$ cat config.mk
export PLATFORM = sky130hd
export DESIGN_NAME = fp_stream_adapter
export DESIGN_NICKNAME = d
export VERILOG_FILES = /design/src/rtl/fp_stream_adapter.sv
export SDC_FILE = /design/constraint.sdc
export NUM_CORES = 1
export LEC_CHECK = 0
export ABC_CLOCK_PERIOD_IN_PS = 2500
export CAP_MARGIN = 10
export CORE_MARGIN = 3
export CORE_UTILIZATION = 49
export DETAILED_ROUTE_END_ITERATION = 8
export PLACE_DENSITY = 0.76
export SLEW_MARGIN = 20
export SYNTH_ARGS = -nofsm -noshare
export SYNTH_HDL_FRONTEND = slang
export SYNTH_SLANG_ARGS = --single-unit
$ cat constraint.sdc
create_clock -name clk_i -period 2.5 [get_ports clk_i]
set_input_delay 0.25 -clock clk_i [delete_from_list [all_inputs] [get_ports clk_i]]
set_output_delay 0.25 -clock clk_i [all_outputs]
set_load 0.01 [all_outputs]
$ cat src/rtl/fp_stream_adapter.sv
// fp_stream_adapter: valid/ready front end for a fixed-latency, non-stallable
// FloPoCo operator core. Operands go straight to the core. A Latency-deep
// valid pipe marks the cycle in which each result appears. Results are then
// captured into a credit-guarded FIFO, so downstream backpressure never drops
// a result.
// Optional feature: define FP_STREAM_ADAPTER_FLUSH_EN to add a synchronous
// flush_i input that discards every in-flight and buffered operation.
module fp_stream_adapter #(
    parameter int DataWidth = 34,
    parameter int Latency   = 2,
    parameter int BufDepth  = Latency + 2
) (
    input  logic                 clk_i,
    input  logic                 rst_ni,
`ifdef FP_STREAM_ADAPTER_FLUSH_EN
    input  logic                 flush_i,
`endif
    input  logic                 in_valid_i,
    output logic                 in_ready_o,
    input  logic [DataWidth-1:0] in_data_i,
    output logic [DataWidth-1:0] core_operand_o,
    input  logic [DataWidth-1:0] core_result_i,
    output logic                 out_valid_o,
    input  logic                 out_ready_i,
    output logic [DataWidth-1:0] out_data_o,
    output logic                 busy_o
);

    localparam int CntW = $clog2(BufDepth + 1);
    localparam int PtrW = (BufDepth > 1) ? $clog2(BufDepth) : 1;
    localparam logic [CntW-1:0] DepthCnt = CntW'(BufDepth);
    localparam logic [PtrW-1:0] LastPtr  = PtrW'(BufDepth - 1);

    logic                 flush;
    logic [Latency-1:0]   vld_q;
    logic [CntW-1:0]      used_q, used_d;
    logic [CntW-1:0]      count_q, count_d;
    logic [PtrW-1:0]      wr_ptr_q, wr_ptr_d;
    logic [PtrW-1:0]      rd_ptr_q, rd_ptr_d;
    logic [DataWidth-1:0] mem_q [BufDepth];
    logic                 fire_in, fire_out, push, pop;

`ifdef FP_STREAM_ADAPTER_FLUSH_EN
    assign flush = flush_i;
`else
    assign flush = 1'b0;
`endif

    // The core sees the operand bus directly and runs every cycle.
    assign core_operand_o = in_data_i;

    // Credits cover in-flight ops plus buffered results. Readiness therefore
    // depends only on registers and never on out_ready_i.
    assign in_ready_o  = (used_q < DepthCnt) && !flush;
    assign fire_in     = in_valid_i && in_ready_o;
    assign out_valid_o = (count_q != '0);
    assign fire_out    = out_valid_o && out_ready_i;
    assign push        = vld_q[Latency-1];
    assign pop         = fire_out;
    assign out_data_o  = mem_q[rd_ptr_q];
    assign busy_o      = (used_q != '0);

    // Next-state logic for the credits, the FIFO count and the pointers.
    always_comb begin
        // NOTE: every output of this block is given a default first, so no
        // path leaves a variable unassigned and no latch is inferred.
        used_d   = used_q;
        count_d  = count_q;
        wr_ptr_d = wr_ptr_q;
        rd_ptr_d = rd_ptr_q;
        if (flush) begin
            used_d   = '0;
            count_d  = '0;
            wr_ptr_d = '0;
            rd_ptr_d = '0;
        end else begin
            case ({fire_in, fire_out})
                2'b10:   used_d = used_q + 1'b1;
                2'b01:   used_d = used_q - 1'b1;
                default: used_d = used_q;
            endcase
            case ({push, pop})
                2'b10:   count_d = count_q + 1'b1;
                2'b01:   count_d = count_q - 1'b1;
                default: count_d = count_q;
            endcase
            if (push) wr_ptr_d = (wr_ptr_q == LastPtr) ? '0 : wr_ptr_q + 1'b1;
            if (pop)  rd_ptr_d = (rd_ptr_q == LastPtr) ? '0 : rd_ptr_q + 1'b1;
        end
    end

    // Control state: the valid pipe, credits, count and pointers.
    always_ff @(posedge clk_i or negedge rst_ni) begin
        // NOTE: state registers use non-blocking assignments, so every
        // register samples pre-edge values no matter the statement order.
        if (!rst_ni) begin
            vld_q    <= '0;
            used_q   <= '0;
            count_q  <= '0;
            wr_ptr_q <= '0;
            rd_ptr_q <= '0;
        end else begin
            vld_q    <= flush ? '0 : ((vld_q << 1) | Latency'(fire_in));
            used_q   <= used_d;
            count_q  <= count_d;
            wr_ptr_q <= wr_ptr_d;
            rd_ptr_q <= rd_ptr_d;
        end
    end

    // Result storage: capture the core output in the cycle its valid bit
    // reaches the end of the pipe.
    always_ff @(posedge clk_i) begin
        // NOTE: the storage array has no reset. The count gates every read,
        // so stale contents are never visible, and a reset would only cost
        // flops.
        if (push) mem_q[wr_ptr_q] <= core_result_i;
    end

    // The credit limit must keep every capture away from a full FIFO.
    assert property (@(posedge clk_i) disable iff (!rst_ni)
        (push && !pop && !flush) |-> (count_q != DepthCnt));

endmodule

==> metrics.cfg, run 1 <==
[status]
status=finished, final reports clean

[global_route]
gr-usage-all-layers_pct=16.3
grt_pass1_vias=2906
grt_max_degree=35
antenna_found_initial=0
grt_pass1_wl_um=16000
grt_overflow=0

[floorplan]
num_rows=39
dieArea_um2=13300
fp.coreArea_um2=11600
fp.dieW_um=115
die_y_um=115
initial_core_util_pct=50.7
io_pins=143

[synth]
ys_ff_latch=148
synth_area_um2=5870
avgSynthCellArea_um2=21.7
yosysTopAreaCell=edfxtp_1
synthCells=270
yosysUniqueCellTypes=22
synthTopCellsByArea=edfxtp_1 70%, mux4_2 11%, dfrtp_1 5.1%
synth.yosys.seq_area_share_pct=74.7
yosysWarningCount=0
yosysTopAreaCellShare_pct=69.6
syn_nets=351

[sta]
tightest_slew_ns=0.559
drv_slew=0
min_period_ns=2.40
finalWorstSetupSlack_ns=0.105
timing.final.crit_share_pct=95.8
finalClockSkew_ns=0.00950
worst_slew_margin_rel_pct=62.6
finalSetupViolations=0
finalHoldViolations=0
rsz0062_at_grt=false
fmax_mhz=417
fin_tns_setup_ns=0

[layout]
area_delta_synth_final_pct=23.2
finalCoreUtilization_pct=62.5
final_layout_size_suffix_gt1_share_pct=22.4
ff_latch_area_um2=4390
nets=412
n_antenna_cell=0
instances_no_fill=487
finalInstanceArea_um2=7230
nFillCells=793
multi_input_area_um2=1100
mostFrequentLayoutCell=edfxtp_1
layout_common_cells=136 x edfxtp_1, 74 x clkdlybuf4s50_1, 28 x mux4_2

[power_and_ir_drop]
peakVddDrop_uv=605
powerDensity_nw_per_um2=1180
leakagePower_uw=0.00248

[cts]
clockBufferDepth=2
clk_transition_reported_paths_ns=0.06
cts_tree=built
cts.hold.buffers_added=0
clock-root-buffer=clkbuf_16
htreeDepth=4
clk_latency_ns=0.41
cts_sinks=148
cts_inserted_buffers=17

[critical_path]
startpoint_type=register
slowest_delay_ns=0.54
crit_chain=buf_12 > mux4_2 > clkdlybuf4s50_1
cp_max_fo=13
cp_slowest_cell=mux4_2
cp-end-kind=output port
cp.required_ns=2.25
crit_type=reg -> out
arrival_ns=2.15

[job]
drv_cap=0

[place]
gp_congestion=0.680
portBuffers=74
dp.cells=452
hpwl_um=6140
place_area_um2=6580
dp_slack_ns=0.366

[hold_path]
hold_class=in -> async

[detailed_routing]
wl_per_cell_um=20.5
wl_um=9990
ant_nets=0
num_vias=2633
vias_per_cell=5.41
drt_pre_antenna_iters=4
drtIter0Drc=184
drc_errors=0

-- path summary, 6_finish.rpt --
check	endpoint	slack, ns	cells after the start	startpoint
max in group asynchronous	rd_ptr_q[0]	1.88	1	rst_ni
min reg2reg	vld_q[1]	0.35	0	vld_q[0]
min in group clk_i	vld_q[1]	0.35	0	vld_q[0]
max reg2reg	count_q[2]	0.52	9	count_q[0]
min	wr_ptr_q[0]	0.20	1	rst_ni
max	out_data_o[17]	0.10	3	rd_ptr_q[0]
-- critical path: cells and delay by family, from the launching register on --
family / cells / cell delay [ns]
mux: 1 / 0.54
buf+inv: 2 / 0.69
flops: 1 / 0.51
-- final cells by class --
class | instances | area share [%]
Timing Repair Buffer | 84 | 12.5
Inverter | 12 | 0.623
Multi-Input combinational cell | 68 | 15.2
Clock buffer | 18 | 5.94
Tap cell | 143 | 2.48
Sequential cell | 148 | 60.7
Clock inverter | 14 | 2.56
-- power by group --
part           switching [uW]  internal, uW  total, uW
clock                     942          1660       2610
sequential                179          3130       3310
combinational            1100          1510       2610
-- cells by family (layout without fill, tap and decap cells) --
kind of cell             after synthesis  after routing  share of synthesized area (%)
AO/OA/AOI/OAI                          2              2                          0.171
flip-flops                           148            148                           74.7
XOR/XNOR                               6              6                          0.896
AND/OR/NAND/NOR                       13             13                           1.19
buffers and inverters                 54            128                           6.68
adder cells (fa/ha/maj)                9              9                           2.18
multiplexers                          38             38                           14.2
-- sequential cells by signal, indices dropped and copies added, names as in the netlist --
register  count
count_q       3
rd_ptr_q      2
mem_q       136
wr_ptr_q      2
used_q        3
vld_q         2
-- synth_stat cells (all sizes together) --
cell type / instances
inv: 12
and2: 4
o21ai: 2
edfxtp: 136
mux2i: 2
mux2: 2
nand3: 1
xnor2: 3
buf: 42
ha: 7
or3: 2
nand2: 3
dfrtp: 12
nor2: 3
fa: 2
xor2: 3
mux4: 34
-- per-stage QoR --
stage	hold slack [ns]	power, uW
floorplan	-0.0456	4890
global placement	0.334	5880
detailed placement	0.348	5940
CTS	0.211	8640
global route	0.241	8950
finish	0.204	8520
-- timing repair --
item	4_1_cts	5_1_grt
buffers inserted	3	0
resized for setup	1	0
hold endpoints to repair	0	0
endpoints found under the setup margin	26	0
-- metal layers --
layer	track usage (%)	part of all wire [%]
met4	6.34	1.2
met2	25.0	50
met5	0	0
met1	21.2	42
met3	6.53	7.5
Power figures use the tool's default switching activity.
==> inputs of run 2 (changes only) <==
ABC_CLOCK_PERIOD_IN_PS = not set   (was 2500)
==> results of run 2 <==
No change in the layout: final DEF, timing and power equal those of run 1.
==> variant 1 (config.mk and constraints of run 1) <==
`DataWidth`: 34 -> 17.
--- a/src/rtl/fp_stream_adapter.sv
+++ b/src/rtl/fp_stream_adapter.sv
@@ -8,3 +8,3 @@
 module fp_stream_adapter #(
-    parameter int DataWidth = 34,
+    parameter int DataWidth = 17,
     parameter int Latency   = 2,
Ports: changed (resized core_operand_o, core_result_i, in_data_i and out_data_o); port bits go from 143 to 75. The function was not compared with the original's and may differ.
==> variant 1 against run 1 <==
Wire length shrank 47%; setup slack is essentially flat; sequential cell count shrank 68; largest power group unchanged; synthesized area shrank 44%; sequential share of layout area shrank 0.31 points; sequential power shrank 44%; total power shrank 49%; core utilization shrank 2.1 points; largest cell class unchanged; via count shrank 44%; cell area shrank 46%.
==> variant 1: results <==
export IMPL_status="finished clean"
export IMPL_htreeDepth=3
export IMPL_vdd_ir_drop_max_uv=569
export IMPL_crit_family="flip-flops"
export IMPL_synth_edf_count=68
export IMPL_reg2reg_to="used_q[2]$_DFFE_PN0P_"
export IMPL_grt_max_degree=20
export IMPL_top_regs="mem_q: 68 flops, count_q: 3 flops, used_q: 3 flops"
export IMPL_pre_cts_slack_ps=387
export IMPL_dp_cells=266
export IMPL_cts_resized=0
export IMPL_drive_above_1_share_pct=16.1
export IMPL_gp_congestion=0.691
export IMPL_postCtsSetupRepairBufs=0
export IMPL_ys_seq_area_share_pct=71.5
export IMPL_p_sw_mw=1.20
export IMPL_cp_startpoint="rd_ptr_q[1]$_DFFE_PN0P_"
export IMPL_slew_limit_headroom_pct=44.5
export IMPL_clk_pin_slew_worst_paths_ps=80
export IMPL_cts_buffers=9
export IMPL_postPlaceCellArea_mm2=0.00365
export IMPL_hpwl_mm=3.69
export IMPL_max_stage_delay_ps=890
export IMPL_clock_root_buffer="clkbuf_8"
export IMPL_grt_usage_pct=15.0
export IMPL_synth_area_per_cell_um2=20.0
export IMPL_p_leak_nw=1.41
export IMPL_cp_slowest_cell="dfrtp_1"
export IMPL_synth_nets=211
export IMPL_grt_pass1_vias=1627
export IMPL_cp_max_fo=19
export IMPL_area_growth_pct=18.3
export IMPL_wl_per_cell_um=18.6
export IMPL_layoutNonFillerInstCount=282
export IMPL_max_freq_mhz=417
==> variant 1: cell count changes after synthesis, sizes merged <==
cell / change
edfxtp: -68
mux4: -17
buf: -21
==> variant 1: metal layers <==
| layer | vias up | track usage, % | part of all wire, % |
|---|---|---|---|
| met5 | - | 0 | 0 |
| met4 | 0 | 7.67 | 3.2 |
| met3 | 24 | 4.42 | 4.9 |
| met2 | 35 | 25.5 | 53 |
| met1 | 743 | 17.1 | 39 |
| li1 | 680 | - | - |
==> variant 1: cell families (layout without fill, tap and decap cells) <==
kind of cell    count (synthesis)  after routing  synth area share, %
flops                          80             80                 71.5
compound gates                  2              2                0.306
fa+ha+maj                       9              9                 3.90
simple gates                   13             13                 2.14
mux                            21             21                 14.0
xor+xnor                        6              6                 1.60
buf+inv                        33             74                 6.53
==> variant 1: power groups by stage <==
| stage | clock network, mW | registers, mW | logic, mW |
|---|---|---|---|
| 2_1_floorplan | 0 | 1.79 | 0.958 |
| 3_3_place_gp | 0 | 1.85 | 1.38 |
| 3_5_place_dp | 0 | 1.88 | 1.46 |
| 4_1_cts | 1.06 | 1.85 | 1.47 |
| 5_1_grt | 1.12 | 1.87 | 1.56 |
| 6_report | 1.03 | 1.85 | 1.43 |
==> variant 1: area by class of cell <==
cell class | instances | share of cell area, %
clock buffers | 10 | 3.55
clock inverters | 6 | 2.32
multi-input cells | 51 | 18.6
flip-flops and latches | 80 | 60.4
well taps | 77 | 2.49
repair buffers | 46 | 11.5
inverters | 12 | 1.16
==> variant 1: worst reg2reg max path, stage by stage (launching register included) <==
cell and delay [ps]:
dfrtp_1 400, or3_4 400, nand2_1 150, inv_1 80, ha_1 210, inv_1 80
fa_1 180, xor2_1 170, nor2_1 80, xnor2_1 130
==> variant 2 (settings of run 1) <==
Without the edit above. Reset style: synchronous (`rst_ni`), changed in one clocked block.
--- a/src/rtl/fp_stream_adapter.sv
+++ b/src/rtl/fp_stream_adapter.sv
@@ -92,3 +92,3 @@
     // Control state: the valid pipe, credits, count and pointers.
-    always_ff @(posedge clk_i or negedge rst_ni) begin
+    always_ff @(posedge clk_i) begin
         // NOTE: state registers use non-blocking assignments, so every
Function: differs if rst_ni is asserted again (counterexample within 4 cycles, from zero or initial values and one cycle with rst_ni low); with rst_ni held inactive, the same outputs for 10 cycles.
==> variant 2 against run 1 <==
Setup slack got worse by 2.7 ps; sequential cell count increased by 2; cell area increased by 0.16%; global-route usage about the same; synthesized area increased by 0.60%; wire length increased by 3.4%; maximum frequency decreased by 0.11%; critical path type unchanged; critical endpoint is now out_data_o[19].
Power is not compared: it rests on default switching activity, and its combinational part moved more than twofold at a synthesized area within 25%.
==> variant 2: results <==
export IMPL_dr_wl_met2_mm=5.08
export IMPL_route_met3_wl_um=730
export IMPL_vias_per_cell=5.40
export IMPL_r2r_start="count_q[0]$_SDFFE_PN0P_"
export IMPL_dp_cells=467
export IMPL_drive_above_1_share_pct=19.9
export IMPL_ys_seq_area_share_pct=73.9
export IMPL_status="finished clean"
export IMPL_drtIter0Drc=216
export IMPL_hold_ws_ps=433
export IMPL_reg2reg_to="count_q[2]$_SDFFE_PN0P_"
export IMPL_hpwl_mm=6.16
export IMPL_gp_congestion=0.697
export IMPL_postPlaceCellArea_mm2=0.00660
export IMPL_cts_resized=0
export IMPL_synth_seq_cells=150
export IMPL_post_route_period_util_pct=95.9
export IMPL_synth_area_leaders="edfxtp_1, mux4_2, dfxtp_1"
export IMPL_pre_cts_slack_ps=168
export IMPL_synth_nets=368
export IMPL_min_path_type="flip-flop to flip-flop"
export IMPL_r2r_cells=8
export IMPL_crit_end="out_data_o[19]"
export IMPL_grt_usage_pct=16.3
export IMPL_ys_types=27
export IMPL_grt_pass1_wl_mm=15.7
export IMPL_synthTopCellsByCount="edfxtp_1, buf_4, mux4_2"
==> variant 2: worst max-delay path, stage by stage, from the launching register on <==
cell and delay (ps):
dfxtp_2 400, buf_12 200, mux4_1 610, clkdlybuf4s50_1 500
==> variant 2: final cells by class <==
type	instances	area, um2
Timing Repair Buffer	81	886
Tap cell	143	179
Multi-Input combinational cell	83	1150
Sequential cell	150	4370
Clock inverter	13	180
Inverter	11	41.3
Clock buffer	19	433
Fill cell	826	4380
==> variant 2: kinds of logic (layout without fill, tap and decap cells) <==
kind of cell / Yosys count / count (layout) / synth area share, %
multiplexers: 35 / 35 / 13.4
AO/OA/AOI/OAI: 10 / 10 / 1.02
AND/OR/NAND/NOR: 25 / 25 / 2.27
flip-flops: 150 / 150 / 73.9
adder cells (fa/ha/maj): 9 / 9 / 2.16
buffers and inverters: 54 / 124 / 6.61
XOR/XNOR: 4 / 4 / 0.594
